<file path="config.mk">
export PLATFORM = sky130hd
export DESIGN_NAME = fb_port_arbiter
export DESIGN_NICKNAME = d
export VERILOG_FILES = /design/src/rtl/fb_port_arbiter.sv
export SDC_FILE = /design/constraint.sdc
export NUM_CORES = 1
export LEC_CHECK = 0
export BUFFER_PORTS_ARGS = -buffer_cell sky130_fd_sc_hd__buf_2
export CAP_MARGIN = 30
export CORE_MARGIN = 3
export CORE_UTILIZATION = 35
export CTS_BUF_LIST = sky130_fd_sc_hd__clkbuf_4 sky130_fd_sc_hd__clkbuf_8
export CTS_CLUSTER_DIAMETER = 50
export CTS_CLUSTER_SIZE = 8
export DETAILED_ROUTE_END_ITERATION = 12
export HOLD_SLACK_MARGIN = 0.08
export PLACE_DENSITY = 0.5
export SETUP_SLACK_MARGIN = 0.4
export SLEW_MARGIN = 5
export SYNTH_ARGS = -nofsm -noshare
export SYNTH_HDL_FRONTEND = slang
export SYNTH_SLANG_ARGS = --single-unit
</file>
<file path="constraint.sdc">
create_clock -name i_fclk -period 2.9 [get_ports i_fclk]
set_input_delay 0.435 -clock i_fclk [delete_from_list [all_inputs] [get_ports i_fclk]]
set_output_delay 0.435 -clock i_fclk [all_outputs]
set_load 0.01 [all_outputs]
</file>
<file path="src/rtl/fb_port_arbiter.sv">
// ---------------------------------------------------------------------------
// fb_port_arbiter
//
// Only master of the single-port 8bpp framebuffer RAM. On each line-start
// pulse it prefetches one visible line into a small show-ahead pixel FIFO
// for scan-out. It places host pixel writes in the RAM slots that display
// fetch does not use. Display fetch normally wins a slot. A wait counter
// forces a stalled host write through once the FIFO holds enough pixels, so
// the host can never be starved.
//
// Ports
//   i_fclk         pixel clock, all logic on the rising edge
//   i_rst_in       asynchronous active-high reset
//   i_line_start   1-cycle pulse: flush and begin prefetch of line i_line_y
//   i_line_y       line to fetch, sampled with i_line_start
//   i_pix_rd       scan-out consumed o_pixel_data (pop FIFO head)
//   o_pixel_data   FIFO head (show-ahead), 0 when empty
//   o_pix_valid    FIFO not empty
//   o_underrun     1-cycle pulse, cycle after i_pix_rd on an empty FIFO
//   o_fetch_busy   a line fetch is active (state != IDLE)
//   i_host_req     host write request, held with addr/data until o_host_ack
//   i_host_addr    host write address {line, x}
//   i_host_wdata   host write data (RRRGGGBB)
//   o_host_ack     1-cycle pulse, same cycle as o_mem_we for that write
//   o_mem_addr     RAM address (registered, holds when idle)
//   o_mem_re       RAM read strobe (registered)
//   o_mem_we       RAM write strobe (registered), never together with o_mem_re
//   o_mem_wdata    RAM write data (registered, holds when idle)
//   i_mem_rdata    RAM read data, valid the cycle after o_mem_re
//   o_dbg_state    current FSM state (0 IDLE, 1 FETCH, 2 DRAIN)
//
// Handshakes
//   Host: i_host_req is held with stable address/data until o_host_ack. A
//   request is eligible only in cycles where o_host_ack is low, so a request
//   that is still high in its ack cycle is not written twice.
//   Scan-out: o_pix_valid/o_pixel_data present the FIFO head. i_pix_rd pops
//   it when valid. i_pix_rd with o_pix_valid low pops nothing and raises
//   o_underrun in the next cycle.
//
// Timing of a slot decided in cycle n: o_mem_* and o_host_ack are driven in
// cycle n+1. Read data returns in n+2 and is written into the FIFO at the
// end of n+2.
// ---------------------------------------------------------------------------
module fb_port_arbiter #(
  parameter int H_BITS        = 10,
  parameter int V_BITS        = 10,
  parameter int FIFO_DEPTH    = 16,
  parameter int LOW_WM        = 4,
  parameter int HOST_MAX_WAIT = 8,
  localparam int ADDR_W       = V_BITS + H_BITS
) (
  input  logic              i_fclk,
  input  logic              i_rst_in,
  input  logic              i_line_start,
  input  logic [V_BITS-1:0] i_line_y,
  input  logic              i_pix_rd,
  output logic [7:0]        o_pixel_data,
  output logic              o_pix_valid,
  output logic              o_underrun,
  output logic              o_fetch_busy,
  input  logic              i_host_req,
  input  logic [ADDR_W-1:0] i_host_addr,
  input  logic [7:0]        i_host_wdata,
  output logic              o_host_ack,
  output logic [ADDR_W-1:0] o_mem_addr,
  output logic              o_mem_re,
  output logic              o_mem_we,
  output logic [7:0]        o_mem_wdata,
  input  logic [7:0]        i_mem_rdata,
  output logic [1:0]        o_dbg_state
);

  // FIFO pointer width, and count width (the count must be able to hold FIFO_DEPTH itself)
  localparam int PW = $clog2(FIFO_DEPTH);
  localparam int CW = PW + 1;
  // wait counter width, saturating at HOST_MAX_WAIT
  localparam int WW = $clog2(HOST_MAX_WAIT + 1);

  localparam logic [CW:0]     DEPTH_L  = (CW+1)'(FIFO_DEPTH);
  localparam logic [CW-1:0]   LOW_L    = CW'(LOW_WM);
  localparam logic [WW-1:0]   WAIT_MAX = WW'(HOST_MAX_WAIT);
  localparam logic [H_BITS-1:0] X_LAST = {H_BITS{1'b1}};

  typedef enum logic [1:0] {
    ST_IDLE  = 2'd0,
    ST_FETCH = 2'd1,
    ST_DRAIN = 2'd2
  } state_t;

  state_t            r_state;
  logic [V_BITS-1:0] r_line;
  logic [H_BITS-1:0] r_x;

  // pixel FIFO
  logic [7:0]        r_fifo [FIFO_DEPTH];
  logic [PW-1:0]     r_rd_ptr;
  logic [PW-1:0]     r_wr_ptr;
  logic [CW-1:0]     r_count;

  // In-flight read pipe. p1 runs alongside o_mem_re. p2 marks the cycle in
  // which i_mem_rdata carries the data. A flush clears the "live" bits so
  // returns from the old line are dropped, but the RAM strobes are left alone.
  logic              r_p1_live;
  logic              r_p2_live;

  logic [WW-1:0]     r_wait;

  logic [1:0]        w_inflight;
  logic [CW:0]       w_sum;
  logic              w_empty;
  logic              w_disp_want;
  logic              w_host_elig;
  logic              w_host_force;
  logic              w_grant_host;
  logic              w_grant_disp;
  logic              w_push;
  logic              w_pop;

  // -------------------------------------------------------------------------
  // Slot decision
  // -------------------------------------------------------------------------
  always_comb begin
    w_inflight  = {1'b0, r_p1_live} + {1'b0, r_p2_live};
    // count plus reads already issued must leave room for one more
    w_sum       = {1'b0, r_count} + {{(CW-1){1'b0}}, w_inflight};
    w_empty     = (r_count == '0);

    // A read decided in a line-start cycle would belong to the old line, so
    // display gives up that slot.
    w_disp_want = (r_state == ST_FETCH) && !i_line_start && (w_sum < DEPTH_L);

    w_host_elig  = i_host_req && !o_host_ack;
    w_host_force = w_host_elig && (r_wait >= WAIT_MAX) && (r_count >= LOW_L);

    // priority: forced host > display read > host write > idle
    w_grant_host = w_host_force || (w_host_elig && !w_disp_want);
    w_grant_disp = w_disp_want && !w_host_force;

    // a line start flushes the FIFO, which overrides this cycle's push and pop
    w_push = r_p2_live && !i_line_start;
    w_pop  = i_pix_rd && !w_empty && !i_line_start;
  end

  // -------------------------------------------------------------------------
  // FSM, RAM port registers, FIFO control, wait counter
  // -------------------------------------------------------------------------
  always_ff @(posedge i_fclk or posedge i_rst_in) begin
    if (i_rst_in) begin
      r_state     <= ST_IDLE;
      r_line      <= '0;
      r_x         <= '0;
      r_rd_ptr    <= '0;
      r_wr_ptr    <= '0;
      r_count     <= '0;
      r_p1_live   <= 1'b0;
      r_p2_live   <= 1'b0;
      r_wait      <= '0;
      o_mem_addr  <= '0;
      o_mem_re    <= 1'b0;
      o_mem_we    <= 1'b0;
      o_mem_wdata <= '0;
      o_host_ack  <= 1'b0;
      o_underrun  <= 1'b0;
    end else begin
      // RAM strobes. Address and data hold when the slot is not used.
      o_mem_re   <= w_grant_disp;
      o_mem_we   <= w_grant_host;
      o_host_ack <= w_grant_host;
      if (w_grant_disp) begin
        o_mem_addr <= {r_line, r_x};
      end else if (w_grant_host) begin
        o_mem_addr  <= i_host_addr;
        o_mem_wdata <= i_host_wdata;
      end

      // read pipe; reads that are already issued become discard on line start
      r_p1_live <= w_grant_disp;
      r_p2_live <= r_p1_live && !i_line_start;

      o_underrun <= i_pix_rd && w_empty;

      // host wait counter
      if (!i_host_req || w_grant_host) begin
        r_wait <= '0;
      end else if (w_host_elig && (r_wait != WAIT_MAX)) begin
        r_wait <= r_wait + WW'(1);
      end

      // FIFO occupancy
      if (i_line_start) begin
        r_rd_ptr <= '0;
        r_wr_ptr <= '0;
        r_count  <= '0;
      end else begin
        if (w_push) r_wr_ptr <= r_wr_ptr + PW'(1);
        if (w_pop)  r_rd_ptr <= r_rd_ptr + PW'(1);
        r_count <= r_count + CW'(w_push) - CW'(w_pop);
      end

      // FSM
      if (i_line_start) begin
        r_state <= ST_FETCH;
        r_line  <= i_line_y;
        r_x     <= '0;
      end else begin
        case (r_state)
          ST_IDLE: begin
            r_state <= ST_IDLE;
          end
          ST_FETCH: begin
            if (w_grant_disp) begin
              // x stops at the last pixel; the line never wraps
              if (r_x == X_LAST) begin
                r_state <= ST_DRAIN;
              end else begin
                r_x <= r_x + H_BITS'(1);
              end
            end
          end
          ST_DRAIN: begin
            // The data that returns this cycle is the last read. Once no read
            // is in the p1 stage, nothing more is coming back.
            if (!r_p1_live) r_state <= ST_IDLE;
          end
          default: begin
            r_state <= ST_IDLE;
          end
        endcase
      end
    end
  end

  // FIFO storage has no reset; the count decides what is valid
  always_ff @(posedge i_fclk) begin
    if (w_push) r_fifo[r_wr_ptr] <= i_mem_rdata;
  end

  assign o_pix_valid  = !w_empty;
  assign o_pixel_data = w_empty ? 8'h00 : r_fifo[r_rd_ptr];
  assign o_fetch_busy = (r_state != ST_IDLE);
  assign o_dbg_state  = r_state;

endmodule

</file>
Word-level counts from Yosys, hierarchy flattened
Memories as Yosys holds them, arrays and structs flattened.
Cells that the tools add are included.
Widths: inputs -> output; s select.

word-level totals
  flip-flop bits (word level) = 71
  latch bits = 0
  RAM bits = 128
  memory bits (read-only) = 0
  input bits = 51
  output and inout port bits = 44
  logic and storage cells = 87
  memories kept = 1

memory list
  name    depth  bits a word  read ports  clocked after memory_dff  wr ports  line  RTL
  r_fifo  16     8            1           0                         1         95    logic [7:0] r_fifo [FIFO_DEPTH];

operators by class
  add/subtract/negate cells = 8
  $mul = 0
  divide/modulo/power cells = 0
  $lt $le $gt $ge = 3
  equality and inequality tests = 8
  shift operators = 0
  muxes and demuxes = 21
  bitwise operators = 1
  reduce and logical (&&, ||, !) cells = 32

operator list
  kind                   count
  $mux 10                4
  $mux 20                2
  $mux 4                 6
  $reduce_bool 2->1      7
  $logic_and 1x1->1      13
  $add 4x1->4 const B    3
  $add 10x1->10 const B  1
  $eq 10x10->1 const B   1
  $mux 2                 4
  $mux 8                 1
  $add 5x2->6            1
  $logic_not 1->1        6
  $lt 6x5->1 const B     1
  $ne 3x3->1 const B     2
  $reduce_and 3->1       2
  $add 5x1->5            1
  $ge 5x3->1 const B     1
  $logic_not 5->1        1
  $mux 5                 1
  $sub 5x1->5            1
  $ge 4x4->1 const B     1
  $ne 4x4->1 const B     1
  $pmux 2 s2             1
  $ne 3x2->1 const B     1
  8 further kinds        10

Depth between registers and ports, before layout
Gate-level depths: netlist of run 1.

  word-level depth = 9
  mapped depth = 16

Least setup slack after synthesis of run 1
OpenSTA, ideal clock, no wires.

  path type = input port to flip-flop
  start = input i_line_start
  end = register r_count[4]
  arrival time = 2.771 ns
  data required time = 2.822 ns
  path slack = 0.051 ns
  stages = 14
  cells stage by stage = clkbuf_1 -> buf_1 -> clkbuf_1 -> nor2_1 -> ha_1 -> inv_1 -> ha_1 -> inv_1 -> fa_1 -> inv_1 -> a21oi_1 -> nor2_1 -> or3_1 -> a21oi_1

on the way
  word-level cells in the longest chain between the ends = 5

RTL lines
  what                    line      RTL
  start: declaration      54        input logic i_line_start,
  $logic_not 1->1         140, 141
  $logic_and 1x1->1       140       w_push = r_p2_live && !i_line_start;
  $add 5x1->5             197       r_count <= r_count + CW'(w_push) - CW'(w_pop);
  $sub 5x1->5             197
  $mux 5 (*)              190       if (i_line_start) begin
  end signal: assignment  197
  end: declaration        98        logic [CW-1:0] r_count;

Mark *: on every way between the ends. The rest lies on a longest branch, timed or not.
A chain may end at the register's enable or synchronous reset.

Final worst setup path of run 1
  start = register r_rd_ptr[0]
  end = output o_pixel_data[0]

on the way
  word-level cells in the longest chain between the ends = 2

RTL lines
  what                      line  RTL
  start: declaration        96    logic [PW-1:0] r_rd_ptr;
  start signal: assignment  196   if (w_pop) r_rd_ptr <= r_rd_ptr + PW'(1);
  $mem_v2 16x8              --
  $mux 8                    239   assign o_pixel_data = w_empty ? 8'h00 : r_fifo[r_rd_ptr];
  end: declaration          57    output logic [7:0] o_pixel_data,

Every way passes these cells.

==> results of run 1 <==
## worst paths after layout
path / cells past startpoint / end / slack (ns) / startpoint
worst min-delay path: 2 / o_mem_addr[12] / 0.17 / i_host_addr[12]
max in group asynchronous: 4 / r_line[3] / 1.84 / i_rst_in
min in group asynchronous: 3 / o_mem_wdata[4] / 0.45 / i_rst_in
worst min register to register: 1 / r_line[0] / 0.52 / r_line[0]
worst max-delay path: 6 / o_pixel_data[0] / 0.02 / r_rd_ptr[0]
worst max register to register: 16 / r_count[4] / 0.33 / r_count[3]
## cell usage in the layout, fill, tap and decap left out, drive strengths merged, types with 3 or more instances in the layout
cell / synthesis / final
mux2: 19 / 19
o311ai: 3 / 3
inv: 21 / 29
and3: 3 / 3
clkinv: 0 / 7
edfxtp: 128 / 128
a31oi: 4 / 4
ha: 19 / 19
buf: 15 / 124
clkbuf: 10 / 21
nand2: 15 / 15
xor2: 5 / 5
nand4: 3 / 3
or4: 3 / 3
o21ai: 4 / 4
nor3: 5 / 5
nand3: 10 / 10
nor2b: 5 / 5
and2: 25 / 25
dfrtp: 71 / 71
a22o: 20 / 20
xnor2: 5 / 5
mux2i: 4 / 4
a21oi: 9 / 9
mux4: 40 / 40
a21o: 22 / 22
nor2: 18 / 19
## kinds of logic (layout without fill, tap and decap cells)
| logic type | Yosys count | count (layout) | synth area share, % |
|---|---|---|---|
| and+or+nand+nor | 99 | 100 | 6.65 |
| DFF | 199 | 199 | 66.7 |
| buffers and inverters | 46 | 182 | 2.42 |
| AOI/OAI and AO/OA | 70 | 70 | 6.40 |
| adders and majority gates | 20 | 20 | 3.06 |
| xor gates and xnor gates | 10 | 10 | 1.04 |
| muxes | 63 | 63 | 13.7 |
## area by class of cell
type	count	area share [%]
clock inverter	15	1.71
sequential	199	54.9
multi-input combinational	263	27.0
inverter	21	0.795
tap	319	3.90
clock buffer	17	2.29
timing repair buffer	129	9.38
## per-layer routing
metal | share of wire [%] | routed length [um]
met2 | 51 | 9810
met1 | 44 | 8430
met4 | 1.2 | 221
met5 | 0 | 0
met3 | 3.8 | 721
## power breakdown
part,total (mW),switching (mW),internal (mW)
Combinational,3.01,1.35,1.66
Clock,1.78,1.12,0.663
Sequential,3.53,0.213,3.32
Total,8.32,2.68,5.64
## metrics by stage
step / power (mW) / worst slack [ns]
floorplan: 5.12 / 0.404
detailed placement: 5.94 / 0.131
finish: 8.32 / 0.0168
global placement: 5.89 / 0.206
CTS: 7.97 / -0.0180
global route: 8.80 / -0.0599
## state kept, by name, indices dropped and copies added (netlist names)
signal       flops
r_line          10
r_count          5
o_mem_addr      20
r_p1_live        1
r_x             10
o_dbg_state      2
r_p2_live        1
r_rd_ptr         4
r_fifo         128
o_mem_wdata      8
r_wait           4
o_mem_we         1
o_underrun       1
r_wr_ptr         4
## worst max-delay path, cell delays in order, from the launching register on
cell	delay, ns
sky130_fd_sc_hd__dfrtp_2	0.42
sky130_fd_sc_hd__buf_12	0.14
sky130_fd_sc_hd__clkbuf_16	0.15
sky130_fd_sc_hd__mux4_2	0.49
sky130_fd_sc_hd__mux4_2	0.49
sky130_fd_sc_hd__and2_4	0.18
sky130_fd_sc_hd__buf_6	0.11
## what timing repair did
item                                    in CTS  in global routing
cloned                                       0                  6
endpoints found under the hold margin        9                  0
pin swaps                                   10                 17
endpoints found under the setup margin      37                 31
setup buffers                                6                  9
resized for setup                           31                 30
hold buffers                                 1                  0
==> reports/results.md, run 1 <==
| Step | Metric | This run |
| --- | --- | --- |
| floorplanning | Cell row count | 56 |
| synth | Leading cell types by total area after synthesis | sky130_fd_sc_hd__edfxtp_1 46%, sky130_fd_sc_hd__dfrtp_1 21%, sky130_fd_sc_hd__mux4_2 11% |
| status | Run status | complete, no violations |
| global route | Global-route track usage on met3 | 2.98% |
| synth | Mapped Cells | 507 |
| timing | Final Cycle Share | 99.4% |
| timing | Worst Clk Skew | 0.0203 ns |
| drt | Number of design rule violations left after detail routing | 0 |
| finish | Proportion of layout cells with a drive suffix above 1 | 40.8% |
| synth | Synthesized area per cell | 16.6 sq um |
| synth | Post-synthesis sequential area ratio | 66.7% |
| timing | Max-slew violations | 0 |
| drt | Count of TritonRoute iterations in the first routing pass | 4 |
| floorplanning | Starting Density | 35.8% |
| min path | Worst hold path class | in2reg |
| place | Gpl congestion | 0.768 |
| synth | Post-synthesis cell type count | 48 |
| timing | Highest achievable clock rate | 347 MHz |
| worst setup path | Crit path max fanout | 5 |
| worst setup path | Kind of launch point of the worst setup path | register |
| timing | RSZ-0062 raised after global routing | true |
| timing | Max-slew headroom at the worst pin | 55.3% |
| synth | Number of flops mapped to enable cells by yosys | 128 |
| floorplanning | Die boundary height | 161 um |
| global route | Met1 Resource Use GR | 19.6% |
| synth | Post-synth ARST share | 35.7% |
| clock network | Sinks on Clock Net | 199 |
| pwr | Peak supply drop | 0.000414 V |
| clock network | Clock latency on the worst-skew pair | 0.46 ns |
| timing | Post-layout minimum cycle time | 2.88 ns |
| place | DP Cell Count | 909 |
| finish | Non-filler instance count after layout | 963 |
| clock network | Cell at the root of the clock tree | sky130_fd_sc_hd__clkbuf_8 |
| timing | Number of setup violations in the final report | 0 |
| place | Count of input and output buffers | 94 |
| clock network | CTS tree | done |
| finish | Antenna diodes | 0 |
| synth | Number of warnings printed during yosys synthesis | 0 |
| finish | Final-stage net count | 702 |
| finish | Layout overhead on the synthesized area | 21.5% |
| global route | Antenna violations before repair | 0 |
| drt | Routed WL | 19200 um |
| drt | Vias after detailed routing | 4846 |
| global route | Met2 global-route usage | 25.1% |
| place | Post-detailed-placement cell area | 9350 sq um |
| drt | DR WL/cell | 19.9 um |
| clock network | # H-tree levels | 4 |
| worst setup path | Critical path capture point type | output pin |
| floorplanning | Die Wd | 161 um |
| finish | Post-Layout Inst Area | 10200 sq um |
| synth | Synth top area share | 45.6% |
| synth | Mapped Area | 8420 sq um |
| worst setup path | Data required time of the worst path | 2.47 ns |
| synth | List of most frequent post-synthesis cells | 128 x sky130_fd_sc_hd__edfxtp_1, 71 x sky130_fd_sc_hd__dfrtp_1, 40 x sky130_fd_sc_hd__mux4_2 |
| finish | Number of inserted filler cells in the final layout | 2147 |
| synth | Cell type with the largest total area after synthesis | sky130_fd_sc_hd__edfxtp_1 |
| finish | Sequential cell area | 5620 sq um |
| worst setup path | Crit path DAT | 2.45 ns |
| global route | Wire length of the first global-routing pass | 29400 um |
| global route | Total gr overflow | 0 |
| synth | Number of synthesized register bits | 199 |
| pwr | Pleak | 4.01 nW |
| timing | Smallest hold slack | 0.166 ns |
| clock network | Number of buffers added by the clock tree synthesis step | 17 |
| global route | Maximum number of pins on one net before global-route repair | 39 |
| synth | Ys flop type | sky130_fd_sc_hd__edfxtp_1 |
| timing | Final hold violation count | 0 |
| finish | Fraction of the core area covered by cells at the end of the flow | 43.5% |
| floorplanning | Core ar. | 23500 sq um |
| worst setup path | Category of the critical setup timing path | reg2out |
| clock network | Clk buf depth | 2 |
| timing | Worst Tran Pin Value | 0.670 ns |
| place | Detailed Place HPWL | 11900 um |
| timing | Sum of negative setup slack | 0 ns |
| clock network | Clock-pin slew on the worst setup and hold paths | 0.11 ns |
| global route | GR Util All Layers | 14.8% |
| drt | Number of vias per cell after detailed routing | 5.03 |
| drt | Violation count after the first detailed-route iteration | 375 |
| global route | Number of global-route vias before repair | 5204 |
| pwr | Cell area power density | 813 nW/um^2 |
| floorplanning | Total Die Area | 26000 sq um |
| flow run | Max-cap check violation count | 0 |
| drt | Antenna-violating nets left | 0 |
| global route | Top Usage Layer GRT | met2 |
| finish | Area of the multi-input gates | 2760 sq um |
| floorplanning | Count of boundary I/O pins | 95 |
| synth | Number of nets produced by synthesis | 578 |
| synth | Most repeated cell in the gate-level netlist after synthesis | sky130_fd_sc_hd__edfxtp_1 |
(Power assumes the default switching activity.)
==> inputs of run 2 (changes only) <==
Settings changed: PLACE_DENSITY 0.5 to default.
==> run 2 against run 1 <==
- the run now ends with setup timing left
- worst hold slack worse by 0.012 ns
- sequential power hardly changed
- largest power group unchanged
- sequential share of layout area is 1.8 points lower
- critical path type unchanged
- highest routed layer unchanged
==> reports/results.md, run 2 (same netlist as run 1, synthesis figures left out) <==
| Step | Metric | This run | vs previous |
| --- | --- | --- | --- |
| status | Run status | finished, violations left | was complete, no violations |
| status | Violations in the final reports | setup timing |  |
| global route | Wire length of the first global-routing pass | 28900 um | was 29400 um |
| pwr | Overall Power | 8.84 mW | was 8.32 mW |
| global route | Global-route track usage on met3 | 3.85% | was 2.98% |
| floorplanning | Die Wd | 161 um | unchanged |
| worst setup path | Most frequent cell on the critical path | sky130_fd_sc_hd__mux4_2 | unchanged |
| clock network | # H-tree levels | 4 | unchanged |
| global route | Top Usage Layer GRT | met2 | unchanged |
| worst setup path | Crit-path cells | buf_4 -> clkbuf_16 -> mux4_2 -> mux4_2 -> and2_4 -> buf_6 | was buf_12 -> clkbuf_16 -> mux4_2 -> mux4_2 -> and2_4 -> buf_6 |
| global route | Number of global-route vias before repair | 5098 | was 5204 |
| drt | Routed WL | 19400 um | was 19200 um |
| clock network | Clock latency on the worst-skew pair | 0.47 ns | was 0.46 ns |
| worst setup path | Kind of launch point of the worst setup path | register | unchanged |
| timing | Post-layout minimum cycle time | 2.92 ns | was 2.88 ns |
| finish | Fraction of the core area covered by cells at the end of the flow | 45.0% | was 43.5% |
| finish | Antenna diodes | 0 | unchanged |
| pwr | Internal power summed over all cells | 6.05 mW | was 5.64 mW |
| finish | Number of flip-flops under the largest register name | 128 | unchanged |
| floorplanning | Core ar. | 23500 sq um | unchanged |
| floorplanning | Count of boundary I/O pins | 95 | unchanged |
| pwr | Peak supply drop | 0.000381 V | was 0.000414 V |
| timing | Worst Clk Skew | 0.0243 ns | was 0.0203 ns |
| drt | Number of design rule violations left after detail routing | 0 | unchanged |
| timing | Worst Tran Pin Value | 0.689 ns | was 0.670 ns |
| place | Post-detailed-placement cell area | 9300 sq um | was 9350 sq um |
| pwr | Reg power frac | 40.2% | was 42.4% |
| global route | Antenna violations before repair | 0 | unchanged |
| drt | Violation count after the first detailed-route iteration | 347 | was 375 |
| drt | DR WL/cell | 19.8 um | was 19.9 um |
| pwr | Net Sw Frac | 31.6% | was 32.3% |
| global route | Met1 Resource Use GR | 19.0% | was 19.6% |
| clock network | Number of buffers added by the clock tree synthesis step | 17 | unchanged |
| timing | Final Cycle Share | 101% | was 99.4% |
| worst setup path | Category of the critical setup timing path | reg2out | unchanged |
| finish | Final-stage net count | 717 | was 702 |
| floorplanning | Total Die Area | 26000 sq um | unchanged |
| finish | Commonest non-fill, non-tap cell in the layout | sky130_fd_sc_hd__edfxtp_1 | unchanged |
| pwr | Pleak | 4.16 nW | was 4.01 nW |
| worst setup path | Worst stage delay on the critical path | 0.53 ns | was 0.49 ns |
| floorplanning | Die boundary height | 161 um | unchanged |
| clock network | Cell at the root of the clock tree | sky130_fd_sc_hd__clkbuf_8 | unchanged |
| floorplanning | Cell row count | 56 | unchanged |
| worst setup path | Crit path max fanout | 4 | was 5 |
| global route | Met2 global-route usage | 24.1% | was 25.1% |
| place | Gpl congestion | 0.793 | was 0.768 |
| timing | Highest achievable clock rate | 343 MHz | was 347 MHz |
| min path | Worst hold path class | in2reg | unchanged |
| timing | RSZ-0062 raised after global routing | true | unchanged |
| place | Detailed Place HPWL | 11700 um | was 11900 um |
| global route | Maximum number of pins on one net before global-route repair | 36 | was 39 |
| worst setup path | Slowest stage cell on the critical path | sky130_fd_sc_hd__mux4_2 | unchanged |
| timing | Final hold violation count | 0 | unchanged |
| drt | Antenna-violating nets left | 0 | unchanged |
| drt | Vias after detailed routing | 4960 | was 4846 |
| finish | Number of inserted filler cells in the final layout | 2062 | was 2147 |
| floorplanning | Starting Density | 35.8% | unchanged |
| finish | Regs by FF count | r_fifo: 128 flops, o_mem_addr: 20 flops | unchanged |
| finish | Layout overhead on the synthesized area | 25.7% | was 21.5% |
| drt | Count of TritonRoute iterations in the first routing pass | 5 | was 4 |
| worst setup path | Buffers & Inverters on Critical Path | 3 | unchanged |
| pwr | Switching power | 2.79 mW | was 2.68 mW |
| finish | Sequential cell area | 5620 sq um | about the same |
| global route | GR Util All Layers | 14.5% | was 14.8% |
| finish | Register name with the most flops | r_fifo | unchanged |
| pwr | Clock power frac | 22.5% | was 21.4% |
| clock network | Clk buf depth | 2 | unchanged |
| worst setup path | Data required time of the worst path | 2.47 ns | about the same |
| clock network | CTS tree | done | unchanged |
| timing | Max-slew violations | 0 | unchanged |
| timing | Worst-case setup margin in the final layout | -0.0158 ns | was 0.0168 ns |
| pwr | Combinational group share of total power | 37.4% | was 36.2% |
| place | Worst slack after detailed placement | 0.106 ns | was 0.131 ns |
| place | Count of input and output buffers | 94 | unchanged |
| clock network | Clock-pin slew on the worst setup and hold paths | 0.12 ns | was 0.11 ns |
| timing | Max-slew headroom at the worst pin | 54.1% | was 55.3% |
| finish | Proportion of layout cells with a drive suffix above 1 | 42.6% | was 40.8% |
| timing | Number of setup violations in the final report | 2 | was 0 |
| worst setup path | Crit path DAT | 2.48 ns | was 2.45 ns |
| flow run | Max-cap check violation count | 0 | unchanged |
| pwr | Cell area power density | 835 nW/um^2 | was 813 nW/um^2 |
| worst setup path | Critical path capture point type | output pin | unchanged |
| drt | Number of vias per cell after detailed routing | 5.07 | was 5.03 |
| finish | Most frequent cells in the layout | 128 x sky130_fd_sc_hd__edfxtp_1, 87 x sky130_fd_sc_hd__buf_2, 68 x sky130_fd_sc_hd__dfrtp_1 | was 128 x sky130_fd_sc_hd__edfxtp_1, 87 x sky130_fd_sc_hd__buf_2, 69 x sky130_fd_sc_hd__dfrtp_1 |
| finish | Area of the multi-input gates | 2800 sq um | was 2760 sq um |
| worst setup path | Top Family by Delay on Critical Path | multiplexers | unchanged |
| finish | Post-Layout Inst Area | 10600 sq um | was 10200 sq um |
| global route | Total gr overflow | 0 | unchanged |
| clock network | Sinks on Clock Net | 199 | unchanged |
==> run 2: cell count changes in the layout (fill, tap and decap cells not counted), moves of 2 or more <==
cell | before | now
sky130_fd_sc_hd__buf_6 | 11 | 19
sky130_fd_sc_hd__a211oi_2 | 0 | 2
sky130_fd_sc_hd__inv_12 | 0 | 3
sky130_fd_sc_hd__buf_16 | 0 | 2
sky130_fd_sc_hd__o31ai_2 | 2 | 0
sky130_fd_sc_hd__a211oi_1 | 2 | 0
sky130_fd_sc_hd__clkbuf_16 | 4 | 7
sky130_fd_sc_hd__o31ai_1 | 0 | 2
sky130_fd_sc_hd__bufinv_16 | 0 | 2
==> run 2: repair_timing <==
action | CTS | global route
endpoints found under the hold margin | 25 | 0
hold buffers | 1 | 0
endpoints found under the setup margin | 40 | 41
gates cloned | 3 | 7
gates resized for setup | 18 | 59
buffers inserted | 12 | 17
pin swaps | 7 | 41
==> run 2: through the flow <==
| step | hold slack (ns) | TNS [ns] | std cells |
|---|---|---|---|
| after floorplan | 0.464 | 0 | 507 |
| after global placement | 0.469 | 0 | 906 |
| after detailed placement | 0.470 | 0 | 906 |
| after CTS | 0.122 | -0.438 | 954 |
| after global routing | 0.115 | -0.456 | 978 |
| final | 0.155 | -0.0164 | 978 |
==> run 2: layer usage <==
metal	part of all wire (%)	routed length (um)	up-vias
li1	-	-	2227
met3	5.9	1150	19
met5	0	0	-
met2	50	9710	158
met4	1.4	263	0
met1	43	8260	2556
==> run 2: layout make-up <==
type / count / share of cell area [%]
tap: 319 / 3.77
clock buffer: 17 / 2.21
multi-input combinational: 263 / 26.5
inverter: 21 / 0.792
sequential: 199 / 53.1
clock inverter: 15 / 2.21
timing repair buffer: 144 / 11.4
==> run 2: worst paths after layout <==
kind | slack (ns) | start | cells after the start | to
worst max-delay path | -0.02 | r_rd_ptr[0] | 6 | o_pixel_data[3]
worst min-delay path | 0.15 | i_host_addr[13] | 2 | o_mem_addr[13]
worst max register to register | 0.31 | r_count[2] | 16 | r_count[4]
worst min register to register | 0.52 | r_line[9] | 1 | r_line[9]
max in group asynchronous | 1.54 | i_rst_in | 4 | o_mem_addr[5]
min in group asynchronous | 0.56 | i_rst_in | 3 | o_mem_wdata[7]
==> run 2: power by group through the flow <==
stage | Combinational, mW | Clock [mW] | Sequential, mW
finish | 3.30 | 1.99 | 3.55
detailed placement | 2.27 | 0 | 3.59
global placement | 2.23 | 0 | 3.58
floorplan | 1.46 | 0 | 3.66
CTS | 2.58 | 2.04 | 3.54
global route | 3.55 | 2.17 | 3.59
